[config.mk]
export PLATFORM = sky130hd
export DESIGN_NAME = mem_op_sequencer
export DESIGN_NICKNAME = d
export VERILOG_FILES = /design/src/rtl/cpu_ctrl_pkg.sv /design/src/rtl/mem_wait_timer.sv /design/src/rtl/mem_op_sequencer.sv
export SDC_FILE = /design/constraint.sdc
export NUM_CORES = 1
export LEC_CHECK = 0
export BUFFER_PORTS_ARGS = -buffer_cell sky130_fd_sc_hd__clkbuf_2
export CAP_MARGIN = 30
export CORE_MARGIN = 2
export CORE_UTILIZATION = 47
export CTS_CLUSTER_SIZE = 25
export DETAILED_ROUTE_END_ITERATION = 10
export GPL_TIMING_DRIVEN = 0
export HOLD_SLACK_MARGIN = 0.08
export PLACE_DENSITY = 0.79
export SLEW_MARGIN = 15
export SYNTH_ARGS = -nofsm -noshare
export SYNTH_HDL_FRONTEND = slang
export SYNTH_SLANG_ARGS = --single-unit
[constraint.sdc]
create_clock -name clock -period 2 [get_ports clock]
set_input_delay 0.2 -clock clock [delete_from_list [all_inputs] [get_ports clock]]
set_output_delay 0.2 -clock clock [all_outputs]
set_load 0.01 [all_outputs]
[src/rtl/cpu_ctrl_pkg.sv]
// Shared control encodings for the phase-2 sequencer and datapath benches.
package cpu_ctrl_pkg;

  typedef enum logic [3:0] {
    S_IDLE = 4'h0,
    S_T0   = 4'h1,
    S_T1   = 4'h2,
    S_T2   = 4'h3,
    S_T3   = 4'h4,
    S_T4   = 4'h5,
    S_T5   = 4'h6,
    S_T6   = 4'h7,
    S_T7   = 4'h8
  } state_t;

  typedef enum logic [1:0] {
    CLS_LD  = 2'd0,
    CLS_LDI = 2'd1,
    CLS_ST  = 2'd2
  } op_cls_t;

  localparam logic [4:0] OP_LD  = 5'h00;
  localparam logic [4:0] OP_LDI = 5'h01;
  localparam logic [4:0] OP_ST  = 5'h02;

  // T1 is always a memory access; T6 only for ld, T7 only for st.
  function automatic logic is_mem_state(input state_t s, input op_cls_t c);
    return (s == S_T1) || (s == S_T6 && c == CLS_LD) || (s == S_T7 && c == CLS_ST);
  endfunction

endpackage

[src/rtl/mem_wait_timer.sv]
// Memory wait-state timer: mem_done marks the last cycle of a memory state.
// MEM_READY_EN selects the mem_ready handshake instead of the fixed MEM_LATENCY count.
module mem_wait_timer #(
  parameter int MEM_LATENCY = 1
) (
  input  logic clock,
  input  logic clear,
  input  logic mem_state,
  input  logic mem_ready,
  output logic mem_done
);

`ifdef MEM_READY_EN
  logic unused_ok;
  assign unused_ok = &{clock, clear, 4'(MEM_LATENCY)};
  assign mem_done  = mem_state & mem_ready;
`else
  localparam logic [3:0] RELOAD = 4'(MEM_LATENCY - 1);
  logic [3:0] wait_cnt;
  logic       unused_ok;

  assign unused_ok = mem_ready;

  // Preloads while outside a memory state, so it is loaded on the entry cycle.
  always_ff @(posedge clock or negedge clear) begin
    if (!clear) begin
      wait_cnt <= 4'd0;
    end else if (!mem_state) begin
      wait_cnt <= RELOAD;
    end else if (wait_cnt != 4'd0) begin
      wait_cnt <= wait_cnt - 4'd1;
    end
  end

  assign mem_done = mem_state && (wait_cnt == 4'd0);
`endif

endmodule

[src/rtl/mem_op_sequencer.sv]
// Hardwired Moore sequencer for fetch plus ld/ldi/st; strobes decode the state register.
// Latency at 1-cycle memory: ldi 6, ld/st 8, illegal 4; MEM_READY_EN waits on mem_ready.
module mem_op_sequencer
  import cpu_ctrl_pkg::*;
#(
  parameter int OPCODE_W    = 5,
  parameter int MEM_LATENCY = 1
) (
  input  logic                clock,
  input  logic                clear,
  input  logic                run,
  input  logic [OPCODE_W-1:0] ir_opcode,
  input  logic                mem_ready,
  output logic                PCout,
  output logic                IncPC,
  output logic                PCin,
  output logic                MARin,
  output logic                Read,
  output logic                Write,
  output logic                MDRin,
  output logic                MDRout,
  output logic                IRin,
  output logic                Gra,
  output logic                Grb,
  output logic                Rin,
  output logic                Rout,
  output logic                BAout,
  output logic                RCout,
  output logic                Yin,
  output logic                ZLowIn,
  output logic                ZLowOut,
  output logic [3:0]          state_o,
  output logic                instr_done,
  output logic                illegal_op
);

  state_t  state_q, state_d;
  op_cls_t cls_q, cls_dec;
  logic    op_legal;
  logic    mem_state;
  logic    mem_done;
  state_t  after_instr;

  always_comb begin
    op_legal = 1'b1;
    cls_dec  = CLS_LD;
    if (ir_opcode == OPCODE_W'(OP_LD)) begin
      cls_dec = CLS_LD;
    end else if (ir_opcode == OPCODE_W'(OP_LDI)) begin
      cls_dec = CLS_LDI;
    end else if (ir_opcode == OPCODE_W'(OP_ST)) begin
      cls_dec = CLS_ST;
    end else begin
      op_legal = 1'b0;
    end
  end

  assign mem_state   = is_mem_state(state_q, cls_q);
  assign after_instr = run ? S_T0 : S_IDLE;

  mem_wait_timer #(.MEM_LATENCY(MEM_LATENCY)) u_wait (
    .clock     (clock),
    .clear     (clear),
    .mem_state (mem_state),
    .mem_ready (mem_ready),
    .mem_done  (mem_done)
  );

  always_ff @(posedge clock or negedge clear) begin
    if (!clear) begin
      state_q <= S_IDLE;
      cls_q   <= CLS_LD;
    end else begin
      state_q <= state_d;
      if (state_q == S_T3 && op_legal) begin
        cls_q <= cls_dec;
      end
    end
  end

  always_comb begin
    state_d = state_q;
    case (state_q)
      S_IDLE: state_d = run ? S_T0 : S_IDLE;
      S_T0:   state_d = S_T1;
      S_T1:   state_d = mem_done ? S_T2 : S_T1;
      S_T2:   state_d = S_T3;
      S_T3:   state_d = op_legal ? S_T4 : after_instr;
      S_T4:   state_d = S_T5;
      S_T5:   state_d = (cls_q == CLS_LDI) ? after_instr : S_T6;
      S_T6:   state_d = (cls_q == CLS_LD && !mem_done) ? S_T6 : S_T7;
      S_T7:   state_d = (cls_q == CLS_ST && !mem_done) ? S_T7 : after_instr;
      default: state_d = S_IDLE;
    endcase
  end

  always_comb begin
    PCout = 1'b0; IncPC = 1'b0; PCin = 1'b0; MARin = 1'b0; Read = 1'b0;
    Write = 1'b0; MDRin = 1'b0; MDRout = 1'b0; IRin = 1'b0; Gra = 1'b0;
    Grb = 1'b0; Rin = 1'b0; Rout = 1'b0; BAout = 1'b0; RCout = 1'b0;
    Yin = 1'b0; ZLowIn = 1'b0; ZLowOut = 1'b0;
    instr_done = 1'b0;
    illegal_op = 1'b0;
    case (state_q)
      S_T0: begin PCout = 1'b1; MARin = 1'b1; IncPC = 1'b1; ZLowIn = 1'b1; end
      S_T1: begin ZLowOut = 1'b1; PCin = 1'b1; Read = 1'b1; MDRin = 1'b1; end
      S_T2: begin MDRout = 1'b1; IRin = 1'b1; end
      S_T3: begin
        Grb = 1'b1; BAout = 1'b1; Yin = 1'b1;
        illegal_op = !op_legal;
      end
      S_T4: begin RCout = 1'b1; ZLowIn = 1'b1; end
      S_T5: begin
        ZLowOut = 1'b1;
        if (cls_q == CLS_LDI) begin
          Gra = 1'b1; Rin = 1'b1; instr_done = 1'b1;
        end else begin
          MARin = 1'b1;
        end
      end
      S_T6: begin
        MDRin = 1'b1;
        if (cls_q == CLS_ST) begin
          Gra = 1'b1; Rout = 1'b1;
        end else begin
          Read = 1'b1;
        end
      end
      S_T7: begin
        if (cls_q == CLS_ST) begin
          Write = 1'b1; instr_done = mem_done;
        end else begin
          MDRout = 1'b1; Gra = 1'b1; Rin = 1'b1; instr_done = 1'b1;
        end
      end
      default: ;
    endcase
  end

  assign state_o = state_q;

endmodule

; Word level (Yosys, flattened, before mapping)
; Index checks and enable logic that the tools add are counted.
[word_totals]
wordCells = 72
register_bits = 10
in_bits = 9
[classes]
eq_ne = 13
addsub = 1
n_reduce_logical = 18
muxes = 37
[ops]
columns = cell, n
row1 = $pmux W4 S9, 1
row2 = $mux W1, 21
row3 = $eq A4 B3 Y1 const B, 4
row4 = $mux W4, 4
row5 = $pmux W1 S2, 5
row6 = $eq A4 B2 Y1 const B, 2
row7 = $logic_not A4 Y1, 2
row8 = $logic_and A1 B1 Y1, 6
row9 = $mux W2, 3
row10 = $mux W3, 2
row11 = $reduce_or A2 Y1, 3
row12 = $eq A5 B1 Y1 const B, 1
row13 = $eq A5 B2 Y1 const B, 1
row14 = $logic_not A5 Y1, 1
row15 = $eq A4 B1 Y1 const B, 1
row16 = $eq A4 B4 Y1 const B, 1
row17 = $reduce_bool A4 Y1, 1
row18 = $sub A4 B1 Y4 const B, 1
row19 = $pmux W1 S3, 1
row20 = $eq A2 B1 Y1 const B, 1
row21 = $eq A2 B2 Y1 const B, 1
row22 = $logic_not A1 Y1, 2
row23 = $logic_not A2 Y1, 1
row24 = $logic_or A1 B1 Y1, 2
row25 = $ne A2 B2 Y1 const B, 1

; Depth between registers and ports, before layout
; Gate-level depths: netlist of run 1.
[depth]
depth_word = 9
ltp_mapped = 6
ltp_nobuf = 6

; Modules after synthesis
; Synthesis of run 1 repeated with hierarchy kept, for this count alone.
[hier_totals]
cells_unflattened = 106
hier_area_um2 = 840.8
[modules_own_cells]
columns = module, seq_area_each_um2, cells_per_inst, instances, area_each_um2
row1 = mem_op_sequencer, 150.1, 85, 1, 615.6
row2 = mem_wait_timer, 100.1, 21, 1, 225.2

; Least setup slack after synthesis of run 1
; OpenSTA, ideal clock, no wires.
[synth_timing]
path_type = reg-to-output
startpoint = register state_q[1] (netlist: state_o[1])
endpoint = output PCout
path_stages_with_launch = 5
slack_ps = 492
arrival_ps = 1308
n_path_buf = 2
cell_sequence = dfrtp_1 -> buf_2 -> nand2b_1 -> nor3_1 -> buf_4
[synth_via]
elab_chain_cells = 2
[synth_rtl]
columns = element, line
row1 = from (decl), mem_op_sequencer.sv:37  ; state_t state_q, state_d;
row2 = from (signal assigned), mem_op_sequencer.sv:74  ; state_q <= state_d;
row3 = $eq A4 B1 Y1, --
row4 = $mux W1, --
row5 = to (decl), mem_op_sequencer.sv:14  ; output logic PCout,
; Every way passes these cells.

; Worst setup path in the final report of run 1
[layout_timing]
startpoint = register state_q[1] (netlist: state_o[1])
endpoint = output instr_done
[layout_via]
elab_chain_cells = 7
elab_cells_between_ends = 11
cone_classes = eq/ne: 4 / mux: 2 / reduce/logical: 5
[layout_rtl]
columns = element, line
row1 = $eq A4 B3 Y1, cpu_ctrl_pkg.sv:28  ; return (s == S_T1) || (s == S_T6 && c == CLS_LD) || (s == S_T7 && c == CLS_ST);
row2 = $logic_and A1 B1 Y1, cpu_ctrl_pkg.sv:28
row3 = $logic_or A1 B1 Y1 (2 in series), cpu_ctrl_pkg.sv:28
row4 = $logic_and A1 B1 Y1, mem_wait_timer.sv:35  ; assign mem_done = mem_state && (wait_cnt == 4'd0);
row5 = $mux W1, mem_op_sequencer.sv:130  ; if (cls_q == CLS_ST) begin
row6 = $pmux W1 S2 (*), mem_op_sequencer.sv:104  ; case (state_q)
row7 = to (decl), mem_op_sequencer.sv:33  ; output logic instr_done,
; Every way passes the cells marked *; elsewhere a longest branch is shown, timed or not.

==> results of run 1 <==
==> path summary, 6_finish.rpt <==
kind / endpoint / start / cells past startpoint / slack [ns]
setup / recovery: instr_done / state_o[1]$_DFF_PN0_ / 6 / 0.1
hold / removal: cls_q[0]$_DFFE_PN0P_ / ir_opcode[0] / 2 / 0.21
setup reg to reg: state_o[0]$_DFF_PN0_ / u_wait.wait_cnt[0]$_DFFE_PN0N_ / 6 / 0.32
hold reg to reg: u_wait.wait_cnt[1]$_DFFE_PN0N_ / u_wait.wait_cnt[1]$_DFFE_PN0N_ / 2 / 0.60
max in group asynchronous: state_o[3]$_DFF_PN0_ / clear / 2 / 1.44
min in group asynchronous: cls_q[1]$_DFFE_PN0P_ / clear / 2 / 0.34
==> worst max-delay path, stage by stage, from the launching register on <==
cell and delay, ns:
dfrtp_1 0.37, buf_2 0.20, nor3b_4 0.26, a22oi_1 0.11, or2_1 0.26, o31ai_1 0.07
clkbuf_2 0.17
==> timing repair <==
item / CTS / global route
hold buffers: 1 / 0
endpoints found under the setup margin: 0 / 2
endpoints found under the hold margin: 10 / 0
buffers inserted: 0 / 1
resized for setup: 0 / 1
==> per-layer routing <==
layer | wire length [um] | part of all wire
met5 | 0 | 0
met4 | 5 | 0.0025
met3 | 65 | 0.033
met2 | 1050 | 0.53
met1 | 845 | 0.43
==> synth_stat cells (all sizes together) <==
master    n
a211oi    1
a21boi    1
a21oi     9
a22oi     2
a31o      1
a31oi     1
and3b     1
buf       8
dfrtp    10
ha        1
inv       4
mux2      1
nand2     7
nand2b    5
nand3     2
nand4bb   1
nor2     18
nor2b     2
nor3      8
nor3b     2
nor4      1
nor4b     2
o21a      1
o21ai     3
o221ai    1
o22a      2
o31a      1
o31ai     1
or2       3
or3       1
xnor2     1
==> power groups by stage <==
stage	Clock [mW]	Sequential (mW)	Combinational, mW
floorplan	0	0.329	0.572
global placement	0	0.330	0.844
CTS	0.139	0.329	0.852
finish	0.131	0.331	0.850
global route	0.149	0.337	0.954
detailed placement	0	0.333	0.850
==> flip-flops by register name, summed over array words and instances (netlist names) <==
signal and count:
state_o 4, u_wait.wait_cnt 4, cls_q 2
==> final cells by class <==
class | count | share of cell area
plain buffers | 8 | 0.0517
inverters | 4 | 0.0144
well taps | 17 | 0.0204
flip-flops and latches | 10 | 0.242
repair buffers | 33 | 0.166
clock buffers | 3 | 0.0216
multi-input cells | 80 | 0.484
==> through the flow <==
stage / total power, mW / instance area (um^2) / std cells / setup slack (ns)
after global placement: 1.17 / 1000 / 150 / 0.363
after floorplan: 0.901 / 823 / 102 / 0.492
after detailed placement: 1.18 / 1000 / 150 / 0.353
final: 1.31 / 1040 / 155 / 0.0996
after global routing: 1.44 / 1040 / 155 / 0.00204
after CTS: 1.32 / 1030 / 154 / 0.0584
==> logic make-up (layout without fill, tap and decap cells) <==
family                   Yosys count  count (layout)
AND/OR/NAND/NOR                   53              53
AO/OA/AOI/OAI                     24              24
buffers and inverters             12              48
flip-flops                        10              10
adder cells (fa/ha/maj)            1               1
XOR/XNOR                           1               1
multiplexers                       1               1
==> flow_summary.yaml, run 1 <==
synth:
  synth_area_leaders: "dfrtp_1 30%, nor2_1 8.2%, a21oi_1 4.9%"
  synthSimpleGateAreaFrac: 0.374
  synth_cell_types: 39
  synth_nets: 112
  ys.warnings.count: 0
  yosys.area.top_type: "dfrtp_1"
  synth_top_area_frac: 0.304
  ys_ff_latch: 10
  synthesis.area_um2: 823
  synth-compound-area-share: 0.199
  synth_top_family_by_area: "simple AND/OR/NAND/NOR gates"
  synth_cells: 102
  synth_xor_area_frac: 0.0106
  synth_area_per_cell_um2: 8.07
  yosysSeqAreaShare: 0.304
  synth_mux_area_frac: 0.0137
  synthAdderAreaFrac: 0.0152
global_routing:
  met1_usage: 0.237
  busiest_layer: "met2"
  grt_pass1_wl_um: 3050
  grt_start_max_net_pins: 11
  grt_pass1_vias: 723
  grt_usage: 0.201
  grtUsageMet2: 0.353
  use_met3: 0.0317
  antenna_found_initial: 0
  grt_overflow_total: 0
worst_setup_path:
  critPathRequiredTime_ns: 1.80
  cp_max_fo: 10
  worstSetupStartpointType: "flip-flop"
  criticalPathCategory: "flip-flop to primary output"
  endpoint_kind: "primary output"
  crit_arrival_ns: 1.70
floorplan:
  io_pins: 33
  core-area_um2: 1690
  dieArea_um2: 2100
  die_h_um: 45.9
  num_rows: 15
  die_w_um: 45.9
  initial_core_util: 0.487
power:
  p_sw_uw: 642
  power.density_nw_per_um2: 1260
  power_leakage_nw: 0.508
  seq_power_share: 0.252
  switching_share: 0.489
  combPwrFrac: 0.648
  p_clk_frac: 0.100
  vdd_drop_max_mv: 0.604
  internal_power_uw: 670
timing:
  hold_ws_ns: 0.213
  timing.final.crit_share: 0.950
  tightestPinTransition_ns: 0.404
  slew_headroom: 0.730
  setup_viol: 0
  fin_tns_setup_ns: 0
  min_period_ns: 1.90
  rsz0062_at_grt: "false"
  finalClockSkew_ns: 0.00130
  timing_hold_violations_final: 0
  clock.fmax_ghz: 0.526
  drv_slew: 0
clock_network:
  clkTransAtPathRegs_ns: 0.06
  cts_buffer_depth: 2
  cts_tree: "done"
  cts.sink_count: 10
  h-tree-depth: 1
  clk_latency_ns: 0.26
  numCtsBuffers: 3
  clockRootBuffer: "clkbuf_4"
cells_and_area:
  fin_util: 0.616
  most-common-layout-cells: "31 x clkbuf_2, 18 x nor2_1, 9 x dfrtp_1"
  area_growth_pct: 26.4
  multiInputGateArea_um2: 504
  final_common_cell: "clkbuf_2"
  final_nets: 150
  seq_area_um2: 251
  fillers: 162
  drive_above_1_share: 0.377
  insertedDiodeCount: 0
routing:
  via_count: 845
  drc: 0
  drtIter0Drc: 12
  first_pass_iters: 4
  routed_wl_um: 1970
  wire_per_inst_um: 12.7
  drt-vias-per-instance: 5.45
  drtAntennaViolNets: 0
placed_design:
  dpl.hpwl_um: 1580
  finalWeightedCongestion: 0.877
  port_buffers: 31
worst_hold_path:
  hold_path_class: "primary input to flip-flop"
status:
  outcome: "completed"
job:
  cap_violations: 0
Note: power is estimated with default switching activity, not from simulation.
==> inputs of run 2 (changes only) <==
--- a/config.mk
+++ b/config.mk
@@ -7,7 +7,6 @@
 export LEC_CHECK = 0
 export BUFFER_PORTS_ARGS = -buffer_cell sky130_fd_sc_hd__clkbuf_2
 export CAP_MARGIN = 30
-export CORE_MARGIN = 2
 export CORE_UTILIZATION = 47
 export CTS_CLUSTER_SIZE = 25
 export DETAILED_ROUTE_END_ITERATION = 10
@@ -17,4 +16,5 @@
 export SLEW_MARGIN = 15
 export SYNTH_ARGS = -nofsm -noshare
 export SYNTH_HDL_FRONTEND = slang
+export SYNTH_HIERARCHICAL = 1
 export SYNTH_SLANG_ARGS = --single-unit
==> flow_summary.yaml, run 2 <==
status:
  outcome: "complete, but fails checks"
  violations: "negative setup slack"
synth:
  synthesis.area_um2: 841
  yosysSeqAreaShare: 0.298
  synth_edf_count: 0
  synth_cell_types: 41
  ys_ff_latch: 10
  synth_commonest_cells: "10 x dfrtp_1, 10 x nor2_1, 8 x a21oi_1, 8 x nand2b_1, 6 x nand2_1"
  async_flop_share: 1.00
  synth_area_per_cell_um2: 7.93
  ys.flop_type: "dfrtp_1"
  synth_area_leaders: "dfrtp_1 30%, nand2b_1 6.0%, a21oi_1 4.8%"
  synth_cells: 106
  yosys.area.top_type: "dfrtp_1"
  ys.warnings.count: 6
  synth_nets: 116
  synth_top_area_frac: 0.298
placed_design:
  port_buffers: 31
  placed_cells_incl_taps: 161
  dpl.hpwl_um: 1660
  finalWeightedCongestion: 0.847
power:
  p_clk_frac: 0.103
  switching_share: 0.466
  power_leakage_nw: 0.647
  p_sw_uw: 890
  internal_power_mw: 1.02
  power.density_nw_per_um2: 1420
  combPwrFrac: 0.710
  vdd_drop_max_mv: 0.856
  seq_power_share: 0.187
timing:
  final.setup.worst_slack_ns: -0.0319
  finalClockSkew_ns: 0.00598
  tightestPinTransition_ns: 0.923
  hold_ws_ns: 0.186
  drv_slew: 0
  slew_headroom: 0.369
  rsz0062_at_grt: "true"
  timing.final.crit_share: 1.02
  timing_hold_violations_final: 0
  min_period_ns: 2.03
  setup_viol: 2
  clock.fmax_ghz: 0.492
global_routing:
  grt_pass1_vias: 1016
  grt_pass1_wl_um: 4610
  antenna_found_initial: 0
  grt_usage: 0.328
  grt_start_max_net_pins: 11
  grt_overflow_total: 0
cells_and_area:
  fillers: 94
  insertedDiodeCount: 0
  area_growth_pct: 60.4
  seq_area_um2: 256
  most-common-layout-cells: "29 x clkbuf_2, 23 x buf_4, 8 x nor2_1, 8 x a21oi_1, 6 x nand2b_1"
  final_nets: 173
  multiInputGateArea_um2: 608
  fin_cells: 186
  drive_above_1_share: 0.525
  final_common_cell: "clkbuf_2"
routing:
  wl_met1_um: 1250
  first_pass_iters: 4
  wire_per_inst_um: 17.4
  highest_layer: "met4"
  drc: 0
  wl_met3_um: 266
  drtIter0Drc: 33
  wl_met2_um: 1630
  drtAntennaViolNets: 0
  drt-vias-per-instance: 6.02
  via_count: 1119
  routed_wl_um: 3230
floorplan:
  die_h_um: 44.3
  initial_core_util: 0.527
  num_rows: 14
  die_w_um: 44.3
  dieArea_um2: 1960
  core-area_um2: 1590
  io_pins: 33
clock_network:
  clockRootBuffer: "clkbuf_4"
  h-tree-depth: 1
  cts_buffer_depth: 2
  clkTransAtPathRegs_ns: 0.07
  clk_latency_ns: 0.29
  cts.sink_count: 10
  cts_tree: "done"
  numCtsBuffers: 3
worst_setup_path:
  crit_arrival_ns: 2.20
  worstSetupStartpointType: "flip-flop"
  endpoint_kind: "flip-flop"
  cp_max_fo: 7
  criticalPathCategory: "flip-flop to flip-flop"
  r2r_start: "state_o[2]$_DFF_PN0_"
  critPathRequiredTime_ns: 2.17
  crit_start: "state_o[2]$_DFF_PN0_"
worst_hold_path:
  hold_path_class: "primary input to flip-flop"
  hp-start: "ir_opcode[1]"
job:
  cap_violations: 0
==> run 2: through the flow <==
| stage | util | TNS (ns) | area (um^2) | total power, mW | setup WS, ns |
|---|---|---|---|---|---|
| floorplan | - | 0 | 850 | 0.967 | 0.00856 |
| global placement | 0.649 | -1.25 | 1030 | 1.24 | -0.312 |
| CTS | 0.807 | 0 | 1290 | 1.76 | 0.00354 |
| finish | 0.846 | -0.0610 | 1350 | 1.91 | -0.0319 |
| global route | 0.846 | -0.332 | 1350 | 2.02 | -0.174 |
| detailed placement | 0.649 | -1.57 | 1030 | 1.27 | -0.375 |
==> run 2: repair_timing <==
| action | CTS | global route |
|---|---|---|
| gates cloned | 0 | 0 |
| hold endpoints to repair | 10 | 0 |
| pin swaps | 2 | 4 |
| setup buffers | 17 | 5 |
| resized for setup | 22 | 13 |
| hold buffers | 1 | 0 |
| endpoints found under the setup margin | 6 | 7 |
==> run 2: logic make-up (layout without fill, tap and decap cells) <==
group | Yosys count | after routing | synth area share
flip-flops | 10 | 10 | 0.298
buffers and inverters | 13 | 69 | 0.0714
adder cells (fa/ha/maj) | 1 | 1 | 0.0149
AND/OR/NAND/NOR | 54 | 54 | 0.381
multiplexers | 2 | 2 | 0.0238
AO/OA/AOI/OAI | 26 | 26 | 0.211
==> run 2: worst max-delay path, cell delays in order, from the launching register on <==
cell and delay [ns]:
dfrtp_2 0.42, buf_6 0.12, nand2_4 0.04, o31a_1 0.31, o22ai_4 0.17, buf_4 0.18, or3b_1 0.40, o41ai_2 0.28
==> run 2: area by class of cell <==
class | instances | share of cell area
buffer | 7 | 0.0538
clock buffer | 4 | 0.0269
inverter | 5 | 0.0139
multi-input combinational | 83 | 0.451
sequential | 10 | 0.190
tap | 24 | 0.0223
timing repair buffer | 53 | 0.242
==> run 2: metal layers <==
metal  GRT usage  vias to the layer above
met5           0                        -
met4       0.103                        0
met3      0.0653                       14
met2       0.544                       79
met1       0.432                      526
li1            -                      500
==> run 2: worst paths after layout <==
check	end	slack, ns	cells past startpoint
hold / removal	cls_q[1]$_DFFE_PN0P_	0.19	2
max in group asynchronous	state_o[3]$_DFF_PN0_	1.43	2
setup / recovery	u_wait/wait_cnt[3]$_DFFE_PN0N_	-0.03	7
setup reg to reg	u_wait/wait_cnt[3]$_DFFE_PN0N_	-0.03	7
hold reg to reg	u_wait/wait_cnt[3]$_DFFE_PN0N_	0.55	1
min in group asynchronous	u_wait/wait_cnt[3]$_DFFE_PN0N_	0.33	2
==> run 2: power by group through the flow <==
stage / registers [mW] / logic [mW] / clock network, mW
floorplan: 0.333 / 0.634 / 0
global placement: 0.343 / 0.896 / 0
detailed placement: 0.348 / 0.919 / 0
CTS: 0.344 / 1.22 / 0.193
finish: 0.357 / 1.36 / 0.196
global route: 0.366 / 1.44 / 0.208
